<file path="src/rtl/ltsm_pkg.sv">
// Shared LTSM definitions: sideband message codes, retrain codes, FSM states.
// Latency: n/a (types and a pure combinational helper only).
// Backpressure: n/a.
package ltsm_pkg;

  // Sideband message codes; zero-extended to the message width at use sites.
  typedef enum logic [1:0] {
    MSG_NONE       = 2'd0,
    MSG_START_REQ  = 2'd1,
    MSG_START_RESP = 2'd2
  } sb_msg_e;

  // Retrain codes; a larger value is the more conservative action.
  typedef enum logic [1:0] {
    RT_NONE      = 2'd0,
    RT_TXSELFCAL = 2'd1,
    RT_REPAIR    = 2'd2,
    RT_SPEEDIDLE = 2'd3
  } retrain_e;

  typedef enum logic [2:0] {
    ST_IDLE,
    ST_SEND_REQ,
    ST_HANDSHAKE,
    ST_DONE,
    ST_TIMEOUT
  } ltsm_state_e;

  // Both sides must agree on one code, so take the larger one. A partner
  // that reported nothing (0) defers to the local request.
  function automatic logic [1:0] resolve_code(input logic [1:0] local_code,
                                              input logic [1:0] partner_code);
    if (partner_code == 2'd0) return local_code;
    return (partner_code > local_code) ? partner_code : local_code;
  endfunction

endpackage

</file>
<file path="src/rtl/ltsm_timeout_cnt.sv">
// Handshake timeout counter with retry tally for the retrain controller.
// Latency: o_expired is combinational on the last count; state updates next edge.
// Backpressure: none; counts whenever i_cnt_en is high, i_clr wins over counting.
//
// Ports:
//   i_clk, i_rst       clock, synchronous active-high reset
//   i_clr              zero counter and retry tally
//   i_cnt_en           advance the counter this cycle
//   i_retry_inc        record one retransmission
//   o_expired          counter is at its last value while enabled (wraps next edge)
//   o_retry_avail      fewer than MAX_RETRY retransmissions used so far
module ltsm_timeout_cnt #(
  parameter int TIMEOUT_CYCLES = 64,
  parameter int MAX_RETRY      = 2
) (
  input  logic i_clk,
  input  logic i_rst,
  input  logic i_clr,
  input  logic i_cnt_en,
  input  logic i_retry_inc,
  output logic o_expired,
  output logic o_retry_avail
);

  localparam int CW = (TIMEOUT_CYCLES > 1) ? $clog2(TIMEOUT_CYCLES) : 1;
  localparam int RW = (MAX_RETRY > 0) ? $clog2(MAX_RETRY + 1) : 1;
  localparam logic [CW-1:0] CNT_LAST  = CW'(TIMEOUT_CYCLES - 1);
  localparam logic [RW-1:0] RETRY_MAX = RW'(MAX_RETRY);

  logic [CW-1:0] cnt_q, cnt_d;
  logic [RW-1:0] retry_q, retry_d;

  assign o_expired     = i_cnt_en && (cnt_q == CNT_LAST);
  assign o_retry_avail = (retry_q < RETRY_MAX);

  always_comb begin
    cnt_d   = cnt_q;
    retry_d = retry_q;
    if (i_clr) begin
      cnt_d   = '0;
      retry_d = '0;
    end else begin
      if (i_cnt_en) cnt_d = o_expired ? '0 : cnt_q + 1'b1;
      // Saturate so the tally can never wrap back into "retries available".
      if (i_retry_inc && o_retry_avail) retry_d = retry_q + 1'b1;
    end
  end

  always_ff @(posedge i_clk) begin
    if (i_rst) begin
      cnt_q   <= '0;
      retry_q <= '0;
    end else begin
      cnt_q   <= cnt_d;
      retry_q <= retry_d;
    end
  end

endmodule

</file>
<file path="src/rtl/phyretrain_ctrl_gen2.sv">
// PHYRETRAIN handshake controller: exchanges START_REQ/START_RESP with the link partner and resolves the retrain code.
// Latency: sideband sends appear one cycle after the non-busy cycle that decides them; DONE one cycle after both resp flags set.
// Backpressure: i_SB_Busy stalls every send; a pending RESP is served before a pending REQ retry.
//
// Ports:
//   i_clk, i_rst                      clock, synchronous active-high reset
//   i_phyretrain_en                   enable; dropping it aborts back to IDLE
//   i_enter_from_active_or_mbtrain    0 = entered from ACTIVE, 1 = from MBTRAIN.LINKSPEED
//   i_linkspeed_lanes_status          local retrain request code
//   i_decoded_SB_msg, i_rx_msg_valid  received sideband message and its strobe
//   i_rx_msg_info                     partner retrain code in [1:0]
//   i_SB_Busy                         sideband transmitter busy
//   i_clear_resolved_state            zero o_resolved_state
//   o_encoded_SB_msg, o_tx_msg_valid, o_tx_msg_info   one-cycle send
//   o_PHYRETRAIN_end, o_timeout       terminal status, held until disabled
//   o_resolved_state                  agreed retrain code
module phyretrain_ctrl_gen2
  import ltsm_pkg::*;
#(
  parameter int SB_MSG_WIDTH   = 4,
  parameter int TIMEOUT_CYCLES = 64,
  parameter int MAX_RETRY      = 2
) (
  input  logic                    i_clk,
  input  logic                    i_rst,
  input  logic                    i_phyretrain_en,
  input  logic                    i_enter_from_active_or_mbtrain,
  input  logic [1:0]              i_linkspeed_lanes_status,
  input  logic [SB_MSG_WIDTH-1:0] i_decoded_SB_msg,
  input  logic                    i_rx_msg_valid,
  input  logic [2:0]              i_rx_msg_info,
  input  logic                    i_SB_Busy,
  input  logic                    i_clear_resolved_state,
  output logic [SB_MSG_WIDTH-1:0] o_encoded_SB_msg,
  output logic                    o_tx_msg_valid,
  output logic [2:0]              o_tx_msg_info,
  output logic                    o_PHYRETRAIN_end,
  output logic [1:0]              o_resolved_state,
  output logic                    o_timeout
);

  localparam logic [SB_MSG_WIDTH-1:0] MSG_REQ_W  = SB_MSG_WIDTH'(MSG_START_REQ);
  localparam logic [SB_MSG_WIDTH-1:0] MSG_RESP_W = SB_MSG_WIDTH'(MSG_START_RESP);

  ltsm_state_e state_q, state_d;
  logic [1:0] local_code_q, local_code_d;
  logic [1:0] partner_code_q, partner_code_d;
  logic [1:0] resolved_q, resolved_d;
  logic       req_rcvd_q, req_rcvd_d;
  logic       resp_rcvd_q, resp_rcvd_d;
  logic       resp_sent_q, resp_sent_d;
  logic       req_pend_q, req_pend_d;
  logic       tx_vld_q, tx_vld_d;
  logic [SB_MSG_WIDTH-1:0] tx_msg_q, tx_msg_d;
  logic [2:0] tx_info_q, tx_info_d;

  logic       rx_req, rx_resp, rx_accept;
  logic       req_due;
  logic [1:0] resolved_code;
  logic       cnt_clr, cnt_en, retry_inc, expired, retry_avail;
  logic       rx_info_unused;

  assign rx_info_unused = i_rx_msg_info[2];

  assign rx_req  = i_rx_msg_valid && (i_decoded_SB_msg == MSG_REQ_W);
  assign rx_resp = i_rx_msg_valid && (i_decoded_SB_msg == MSG_RESP_W);
  // Accept partner messages from IDLE too, so a partner that starts first is not lost.
  assign rx_accept = i_phyretrain_en &&
                     (state_q inside {ST_IDLE, ST_SEND_REQ, ST_HANDSHAKE});
  assign resolved_code = resolve_code(local_code_q, partner_code_q);

  // Counter only runs inside HANDSHAKE; leaving it (or disabling) wipes count and retries.
  assign cnt_clr = (state_q != ST_HANDSHAKE) || !i_phyretrain_en;

  ltsm_timeout_cnt #(
    .TIMEOUT_CYCLES (TIMEOUT_CYCLES),
    .MAX_RETRY      (MAX_RETRY)
  ) u_timeout_cnt (
    .i_clk         (i_clk),
    .i_rst         (i_rst),
    .i_clr         (cnt_clr),
    .i_cnt_en      (cnt_en),
    .i_retry_inc   (retry_inc),
    .o_expired     (expired),
    .o_retry_avail (retry_avail)
  );

  always_comb begin
    state_d        = state_q;
    local_code_d   = local_code_q;
    partner_code_d = partner_code_q;
    req_rcvd_d     = req_rcvd_q;
    resp_rcvd_d    = resp_rcvd_q;
    resp_sent_d    = resp_sent_q;
    req_pend_d     = req_pend_q;
    resolved_d     = resolved_q;
    tx_vld_d       = 1'b0;
    tx_msg_d       = '0;
    tx_info_d      = '0;
    cnt_en         = 1'b0;
    retry_inc      = 1'b0;
    req_due        = 1'b0;

    if (i_clear_resolved_state) resolved_d = '0;

    if (rx_accept && rx_req) begin
      req_rcvd_d     = 1'b1;
      partner_code_d = i_rx_msg_info[1:0];
    end
    if (rx_accept && rx_resp) resp_rcvd_d = 1'b1;

    case (state_q)
      ST_IDLE: begin
        if (i_phyretrain_en) begin
          state_d      = ST_SEND_REQ;
          local_code_d = i_enter_from_active_or_mbtrain ? RT_SPEEDIDLE : i_linkspeed_lanes_status;
        end
      end
      ST_SEND_REQ: begin
        if (!i_phyretrain_en) begin
          state_d = ST_IDLE;
        end else if (!i_SB_Busy) begin
          tx_vld_d  = 1'b1;
          tx_msg_d  = MSG_REQ_W;
          tx_info_d = {1'b0, local_code_q};
          state_d   = ST_HANDSHAKE;
        end
      end
      ST_HANDSHAKE: begin
        if (!i_phyretrain_en) begin
          state_d = ST_IDLE;
        end else if (resp_rcvd_q && resp_sent_q) begin
          state_d    = ST_DONE;
          resolved_d = resolved_code;   // load beats a same-cycle clear
        end else begin
          cnt_en  = !resp_rcvd_q;
          req_due = req_pend_q;
          if (expired && !retry_avail) begin
            state_d = ST_TIMEOUT;
          end else begin
            if (expired) begin
              retry_inc = 1'b1;
              req_due   = 1'b1;
            end
            // RESP has priority: the partner is already waiting on it.
            if (!i_SB_Busy && req_rcvd_q && !resp_sent_q) begin
              tx_vld_d    = 1'b1;
              tx_msg_d    = MSG_RESP_W;
              tx_info_d   = {1'b0, resolved_code};
              resp_sent_d = 1'b1;
            end else if (!i_SB_Busy && req_due) begin
              tx_vld_d  = 1'b1;
              tx_msg_d  = MSG_REQ_W;
              tx_info_d = {1'b0, local_code_q};
              req_due   = 1'b0;
            end
            req_pend_d = req_due;
          end
        end
      end
      ST_DONE, ST_TIMEOUT: begin
        if (!i_phyretrain_en) state_d = ST_IDLE;
      end
      default: state_d = ST_IDLE;
    endcase

    // Disable aborts the exchange; nothing from this attempt may leak into the next.
    if (!i_phyretrain_en) begin
      req_rcvd_d     = 1'b0;
      resp_rcvd_d    = 1'b0;
      resp_sent_d    = 1'b0;
      req_pend_d     = 1'b0;
      partner_code_d = '0;
    end
  end

  always_ff @(posedge i_clk) begin
    if (i_rst) begin
      state_q        <= ST_IDLE;
      local_code_q   <= '0;
      partner_code_q <= '0;
      resolved_q     <= '0;
      req_rcvd_q     <= 1'b0;
      resp_rcvd_q    <= 1'b0;
      resp_sent_q    <= 1'b0;
      req_pend_q     <= 1'b0;
      tx_vld_q       <= 1'b0;
      tx_msg_q       <= '0;
      tx_info_q      <= '0;
    end else begin
      state_q        <= state_d;
      local_code_q   <= local_code_d;
      partner_code_q <= partner_code_d;
      resolved_q     <= resolved_d;
      req_rcvd_q     <= req_rcvd_d;
      resp_rcvd_q    <= resp_rcvd_d;
      resp_sent_q    <= resp_sent_d;
      req_pend_q     <= req_pend_d;
      tx_vld_q       <= tx_vld_d;
      tx_msg_q       <= tx_msg_d;
      tx_info_q      <= tx_info_d;
    end
  end

  assign o_encoded_SB_msg = tx_msg_q;
  assign o_tx_msg_valid   = tx_vld_q;
  assign o_tx_msg_info    = tx_info_q;
  assign o_resolved_state = resolved_q;
  assign o_PHYRETRAIN_end = (state_q == ST_DONE);
  assign o_timeout        = (state_q == ST_TIMEOUT);

endmodule
</file>
<file path="config.mk">
export PLATFORM = sky130hd
export DESIGN_NAME = phyretrain_ctrl_gen2
export DESIGN_NICKNAME = d
export VERILOG_FILES = /design/src/rtl/ltsm_pkg.sv /design/src/rtl/ltsm_timeout_cnt.sv /design/src/rtl/phyretrain_ctrl_gen2.sv
export SDC_FILE = /design/constraint.sdc
export NUM_CORES = 1
export LEC_CHECK = 0
export ABC_AREA = 1
export ABC_CLOCK_PERIOD_IN_PS = 3000
export BUFFER_PORTS_ARGS = -buffer_cell sky130_fd_sc_hd__clkbuf_2
export CORE_UTILIZATION = 45
export CTS_BUF_LIST = sky130_fd_sc_hd__clkbuf_2
export CTS_CLUSTER_DIAMETER = 60
export CTS_CLUSTER_SIZE = 8
export DETAILED_ROUTE_END_ITERATION = 12
export MAX_ROUTING_LAYER = met4
export PLACE_DENSITY = 0.68
export SYNTH_ARGS = -nofsm -noshare
export SYNTH_HDL_FRONTEND = slang
export SYNTH_SLANG_ARGS = --single-unit
</file>
<file path="constraint.sdc">
create_clock -name i_clk -period 3 [get_ports i_clk]
set_clock_uncertainty 0.15 [all_clocks]
set_input_delay 0.45 -clock i_clk [delete_from_list [all_inputs] [get_ports i_clk]]
set_output_delay 0.45 -clock i_clk [all_outputs]
set_load 0.02 [all_outputs]
</file>
==> key figures, run 1 <==
Status
  – Status: complete, but fails checks
  – Failing checks: design-rule violations

Critical path
  – Critical path arrival: 1.37 ns
  – Req. time, crit path: about 2.4 ns
  – CP Launch Type: flip-flop
  – Worst-path maximum fanout: 4
  – FF-to-FF path depth: 8
  – Crit. End Element: primary output
  – WS Path Type: reg -> out

Synth
  – Post-synth EDFFs: 0
  – Synth Cell Area: around 1400 µm²
  – Synth Area in Simple Gates: about a third
  – Post-synthesis register bit count: 26
  – Synth Flop Type: dfxtp_1
  – Syn Inst Count: approximately 190
  – Synthesis Warnings: 0
  – Mux share of post-synthesis cell area: 0%
  – Syn_area_per_cell: ~7.4 µm²
  – Most numerous cell in the Yosys netlist: dfxtp_1
  – Compound-Gate Fraction of Synth Area: between 10% and 20%
  – Synth Area in XOR/XNOR: 0.6416%
  – Post-synth ARST share: 0%
  – Top-area cell type share of the netlist area: 38.13%
  – Post-synthesis adder-cell area fraction: 3.666%
  – Post-synth top cells: dfxtp_1 (26), inv_1 (24), nand2_1 (23), nor2_1 (23), nand3_1 (18)
  – Sequential share of the synthesized area: 38.13%
  – Largest area contributor in the netlist: dfxtp_1
  – Post-synth cell types: 34
  – Ranking of synthesized cells by area: dfxtp_1 (38%), nand3_1 (6.6%), inv_1 (6.6%)
  – Largest family of logic cells by synthesized area: simple AND/OR/NAND/NOR gates

Finish
  – Final Core Density: a little over half
  – Area of the multi-input gates: about 720 µm²
  – Final #Nets: ~230
  – Share of cells above drive strength 1: between 20% and 30%
  – Synth-to-layout area growth: 11.00%
  – ANT cells: 0
  – Storage cell area: roughly 520 µm²
  – Filler cells: 290

STA
  – Final setup fails: 0
  – Final TNS setup: 0 ns
  – RSZ-0062 raised after global routing: no
  – Fin crit period: around 2.0 ns
  – Fmax: between 500 and 600 MHz
  – Final Hold Vio Count: 0
  – Period Utilization, post-route: between 60% and 70%
  – Max Slew Vio Count: 0

Die
  – Die W: ~57 µm
  – Core Box Area: between 2000 and 3000 µm²
  – Initial core utilization: between 40% and 50%
  – Die area: about 3300 µm²
  – # IOs: 28
  – Site Rows: 19
  – DIE HEIGHT: about 57 µm

Clock tree
  – Inserted Clock Buffers: 3
  – CTS-repair resized insts: 0
  – Sink Count: 26
  – CTS tree: done
  – # H-tree levels: 1
  – Hold_buf cts: 0
  – Setup Buffers After CTS: 0
  – Root Buffer: clkbuf_2
  – Max Buffers Root-to-Sink: 2
  – Worst-Skew Late Latency: 0.35 ns
  – Clk slew on worst S/H paths: between 0.2 and 0.25 ns

Flow run
  – # Max-Cap Violations: 0

Place
  – HPWL after DPL: between 2000 and 2500 µm
  – IO Port Bufs: 23
  – GP Congestion: 0.9174

Detailed routing
  – DR vias/cell: ~5.2
  – Final ANT Viol Nets: 0
  – Starting DRC count in detailed routing: between 50 and 60
  – Vias: 1259
  – Drt total wl: 2609 µm
  – # DRC: 6
  – DRT Pass-1 Iters: 8
  – Routed len/inst: between 10 and 15 µm

GRT
  – Vias in the first global route: 1163
  – Largest net degree at the start of global routing: 14
  – First-pass GRT wire length: around 4700 µm
  – Initial antenna violation count: 0
  – Total congestion overflow: 0
  – GRT Util Overall: between 10% and 20%

Power and ir drop
  – Switching part of the total power: approximately two fifths
  – P_sw: around 340 µW
  – Power share of the clock group: about 15%
  – Power density over cell area: 558.4 nW/µm²
  – Leakage dissipation: between 0.6 and 0.7 nW
  – Part of the power in registers: between 40% and 50%
  – Gate power share: 37.5%
  – Worst VDD drop: 0.0002384 V
  – P_int: around 510 µW

Min path
  – Hold Path Class: in -> reg
  – Min-Delay Path Depth: 3
## worst paths after layout
kind / start / end / slack, ns
worst max-delay path: state_q[1] / o_PHYRETRAIN_end / 1.03
worst min-delay path: i_rx_msg_info[0] / partner_code_q[0] / 0.17
worst max register to register: local_code_q[1] / o_resolved_state[0] / 1.27
worst min register to register: u_timeout_cnt.retry_q[0] / u_timeout_cnt.retry_q[0] / 0.33
## sequential cells by signal (all words and copies together), names as in the netlist, 2 cells and up
name,count
local_code_q,2
o_encoded_SB_msg,2
o_resolved_state,2
o_tx_msg_info,2
partner_code_q,2
state_q,3
u_timeout_cnt.cnt_q,6
u_timeout_cnt.retry_q,2
## critical path, stage by stage, from the launching register on
cell,delay [ns]
dfxtp_1,0.48
inv_1,0.11
nor3_1,0.22
clkbuf_2,0.22
## cell type report
type | count | area share [%]
sequential | 26 | 34.35
tap | 31 | 2.560
clock buffer | 3 | 0.9909
inverter | 28 | 6.936
multi-input combinational | 129 | 47.56
timing repair buffer | 23 | 7.597
## routing by layer
layer / global-route usage (%) / vias up / wire length (µm)
met3: 2.268 / 4 / 107
met5: - / - / 0
met1: 23.69 / 566 / 1267
met2: 31.09 / 34 / 1190
li1: - / 655 / -
met4: 7.666 / 0 / 43
## cell usage in the layout, fill, tap and decap left out, types with 2 or more instances in the layout
cell	count
nor3_1	6
a211oi_1	2
nor2_2	2
o21ai_0	8
inv_1	24
a31oi_1	2
clkbuf_2	26
dfxtp_1	26
nand2_1	23
ha_1	4
nand4_1	2
o22ai_1	2
nand3_1	18
a21oi_1	13
nand2_2	5
conb_1	3
nor2_1	23
inv_2	4
nor2_4	2
## logic make-up after synthesis
family          Yosys count
buf+inv                  32
flops                    26
simple gates             90
fa+ha+maj                 4
xor+xnor                  1
other cells               1
compound gates           31
## per-stage QoR
step                      instances  total power [mW]  setup WS (ns)  area (µm²)  hold WS [ns]
final                           240            0.8461          1.030        1515        0.1745
after detailed placement        237            0.7247          1.257        1500        0.3045
after global placement          237            0.7154          1.284        1500        0.2823
after global routing            240            0.9104         0.9137        1515        0.1544
after floorplan                 187            0.6589          1.272        1373        0.2721
after CTS                       240            0.8501          1.038        1515        0.1768
## power groups by stage
stage | Combinational [mW] | Sequential (mW) | Clock (mW)
final | 0.317 | 0.402 | 0.127
after CTS | 0.318 | 0.401 | 0.131
after global placement | 0.308 | 0.407 | 0
after global routing | 0.362 | 0.406 | 0.142
after detailed placement | 0.317 | 0.408 | 0
after floorplan | 0.254 | 0.405 | 0
No activity file was read; power rests on OpenSTA's default activity.
==> run 2, diff against run 1 <==
--- a/config.mk
+++ b/config.mk
@@ -6,7 +6,7 @@
 export NUM_CORES = 1
 export LEC_CHECK = 0
 export ABC_AREA = 1
-export ABC_CLOCK_PERIOD_IN_PS = 3000
+export ABC_CLOCK_PERIOD_IN_PS = 1830
 export BUFFER_PORTS_ARGS = -buffer_cell sky130_fd_sc_hd__clkbuf_2
 export CORE_UTILIZATION = 45
 export CTS_BUF_LIST = sky130_fd_sc_hd__clkbuf_2
==> constraint.sdc (replaced) <==
create_clock -name i_clk -period 1.83 [get_ports i_clk]
set_clock_uncertainty 0.15 [all_clocks]
set_input_delay 0.2745 -clock i_clk [delete_from_list [all_inputs] [get_ports i_clk]]
set_output_delay 0.2745 -clock i_clk [all_outputs]
set_load 0.02 [all_outputs]
==> run 2 against run 1 <==
  * Count of clock-buffer cells in the layout did not move
  * Largest power group unchanged
  * The run still ends with design-rule violations left
  * Hold slack got worse by 0.14 ns
  * Combinational power rose by 68%
  * Register-to-register slack got worse by 1.1 ns
==> key figures, run 2 (same netlist as run 1, synthesis figures left out) <==
Status
  – Status: complete, but fails checks
  – Failing checks: design-rule violations

Critical path
  – Crit. End Element: flip-flop
  – CP Launch Point: local_code_q[1]
  – R2R Setup Slk: about 0.16 ns
  – Critical path arrival: 1.80 ns
  – Setup crit end: o_resolved_state[0]
  – Req. time, crit path: slightly below 2 ns
  – Reg2reg start: local_code_q[1]
  – Worst-path maximum fanout: 3
  – CP Launch Type: flip-flop
  – FF-to-FF path depth: 8
  – WS Path Type: reg -> reg
  – Worst reg2reg endpoint: o_resolved_state[0]

Finish
  – Max reg flops: 6
  – ANT cells: 0
  – Synth-to-layout area growth: 15.12%
  – Top Registers: u_timeout_cnt.cnt_q x6, state_q x3
  – Filler cells: 277
  – Share of cells above drive strength 1: a little under a quarter
  – Final #Nets: between 200 and 250
  – Reg with most FFs: u_timeout_cnt.cnt_q
  – Commonest non-fill, non-tap cell in the layout: clkbuf_2
  – Commonest non-fill, non-tap cells in the layout: clkbuf_2 (26), inv_1 (24), nand2_1 (23), nor2_1 (23), dfxtp_1 (22)

STA
  – Period Utilization, post-route: 91.13%
  – Max Slew Vio Count: 0
  – Worst Hold Slack: 0.03244 ns
  – Fmax: 599.6 MHz
  – RSZ-0062 raised after global routing: no
  – Fin crit period: ~1.7 ns
  – Final Hold Vio Count: 0
  – Final TNS setup: 0 ns
  – Final setup fails: 0

Die
  – Initial core utilization: 48.66%
  – Core Box Area: ~2800 µm²
  – Die W: between 50 and 60 µm
  – Site Rows: 19
  – # IOs: 28
  – Die area: 3258 µm²
  – DIE HEIGHT: between 50 and 60 µm

Clock tree
  – Root Buffer: clkbuf_2
  – Inserted Clock Buffers: 3
  – CTS tree: done
  – # H-tree levels: 1
  – Sink Count: 26
  – Worst-Skew Late Latency: approximately 0.34 ns
  – Clk slew on worst S/H paths: between 0.2 and 0.25 ns
  – Max Buffers Root-to-Sink: 2

Power and ir drop
  – Worst VDD drop: 0.0003901 V
  – Power density over cell area: ~900 nW/µm²
  – Leakage dissipation: between 0.7 and 0.8 nW

GRT
  – Largest net degree at the start of global routing: 15
  – First-pass GRT wire length: 4629 µm
  – GRT Util Overall: about a fifth
  – Total congestion overflow: 0
  – Vias in the first global route: 1133
  – Initial antenna violation count: 0

Detailed routing
  – DRT Pass-1 Iters: 8
  – Vias: 1244
  – Drt total wl: about 2600 µm
  – DR vias/cell: 5.078
  – Routed len/inst: approximately 11 µm
  – Starting DRC count in detailed routing: 65
  – Final ANT Viol Nets: 0
  – # DRC: 5

Place
  – IO Port Bufs: 23
  – GP Congestion: roughly 0.9
  – HPWL after DPL: around 2100 µm

Min path
  – Hold Path Class: in -> reg

Flow run
  – # Max-Cap Violations: 0
-- run 2: power breakdown --
part,switching (mW),internal [mW]
Combinational,0.348,0.185
Sequential,0.0450,0.623
Clock,0.166,0.0475
-- run 2: area by class of cell --
type / instances / area, µm² / area share (%)
clock buffers: 3 / 15.01 / 0.9554
repair buffers: 27 / 155.1 / 9.873
well taps: 31 / 38.79 / 2.468
inverters: 28 / 105.1 / 6.688
flip-flops and latches: 26 / 528.0 / 33.60
clock inverters: 1 / 3.754 / 0.2389
multi-input cells: 129 / 725.7 / 46.18
-- run 2: worst min path at each step --
stage | start | to | slack, ns | depth (start not counted)
2_1_floorplan | u_timeout_cnt.retry_q[0] | u_timeout_cnt.retry_q[0] | 0.27 | 1
3_3_place_gp | u_timeout_cnt.retry_q[0] | u_timeout_cnt.retry_q[0] | 0.28 | 1
3_5_place_dp | u_timeout_cnt.retry_q[0] | u_timeout_cnt.retry_q[0] | 0.29 | 1
4_1_cts | i_decoded_SB_msg[2] | resp_rcvd_q | 0.01 | 4
5_1_grt | i_decoded_SB_msg[0] | resp_rcvd_q | 0.005 | 4
6_report | i_decoded_SB_msg[0] | resp_rcvd_q | 0.03 | 4
-- run 2: routing by layer --
metal / vias up / GRT usage [%] / routed length [µm]
met5: - / - / 0
met4: 0 / 8.362 / 51
met3: 5 / 2.041 / 123
met2: 31 / 28.91 / 1162
met1: 542 / 24.54 / 1283
li1: 666 / - / -
-- run 2: critical path, stage by stage (launching register included) --
cell     delay (ns)
dfxtp_2        0.40
inv_1          0.07
ha_1           0.31
nor2_1         0.09
o22ai_1        0.08
o21ai_0        0.14
o21ai_0        0.16
o21ai_1        0.16
inv_1          0.05
-- run 2: repair_timing --
action,4_1_cts,5_1_grt
hold buffers,1,3
resized for setup,0,7
buffers inserted,0,0
endpoints found under the setup margin,0,2
hold endpoints to repair,1,2
-- run 2: metrics by stage --
step	setup WS (ns)	cells	util, %	instance area (µm²)	power, mW
2_1_floorplan	0.1022	187	-	1373	1.080
3_3_place_gp	0.2091	237	53.48	1500	1.173
3_5_place_dp	0.1337	237	53.48	1500	1.187
4_1_cts	0.03737	242	54.50	1529	1.404
5_1_grt	0.03355	245	56.02	1572	1.527
6_report	0.1622	245	56.02	1572	1.414
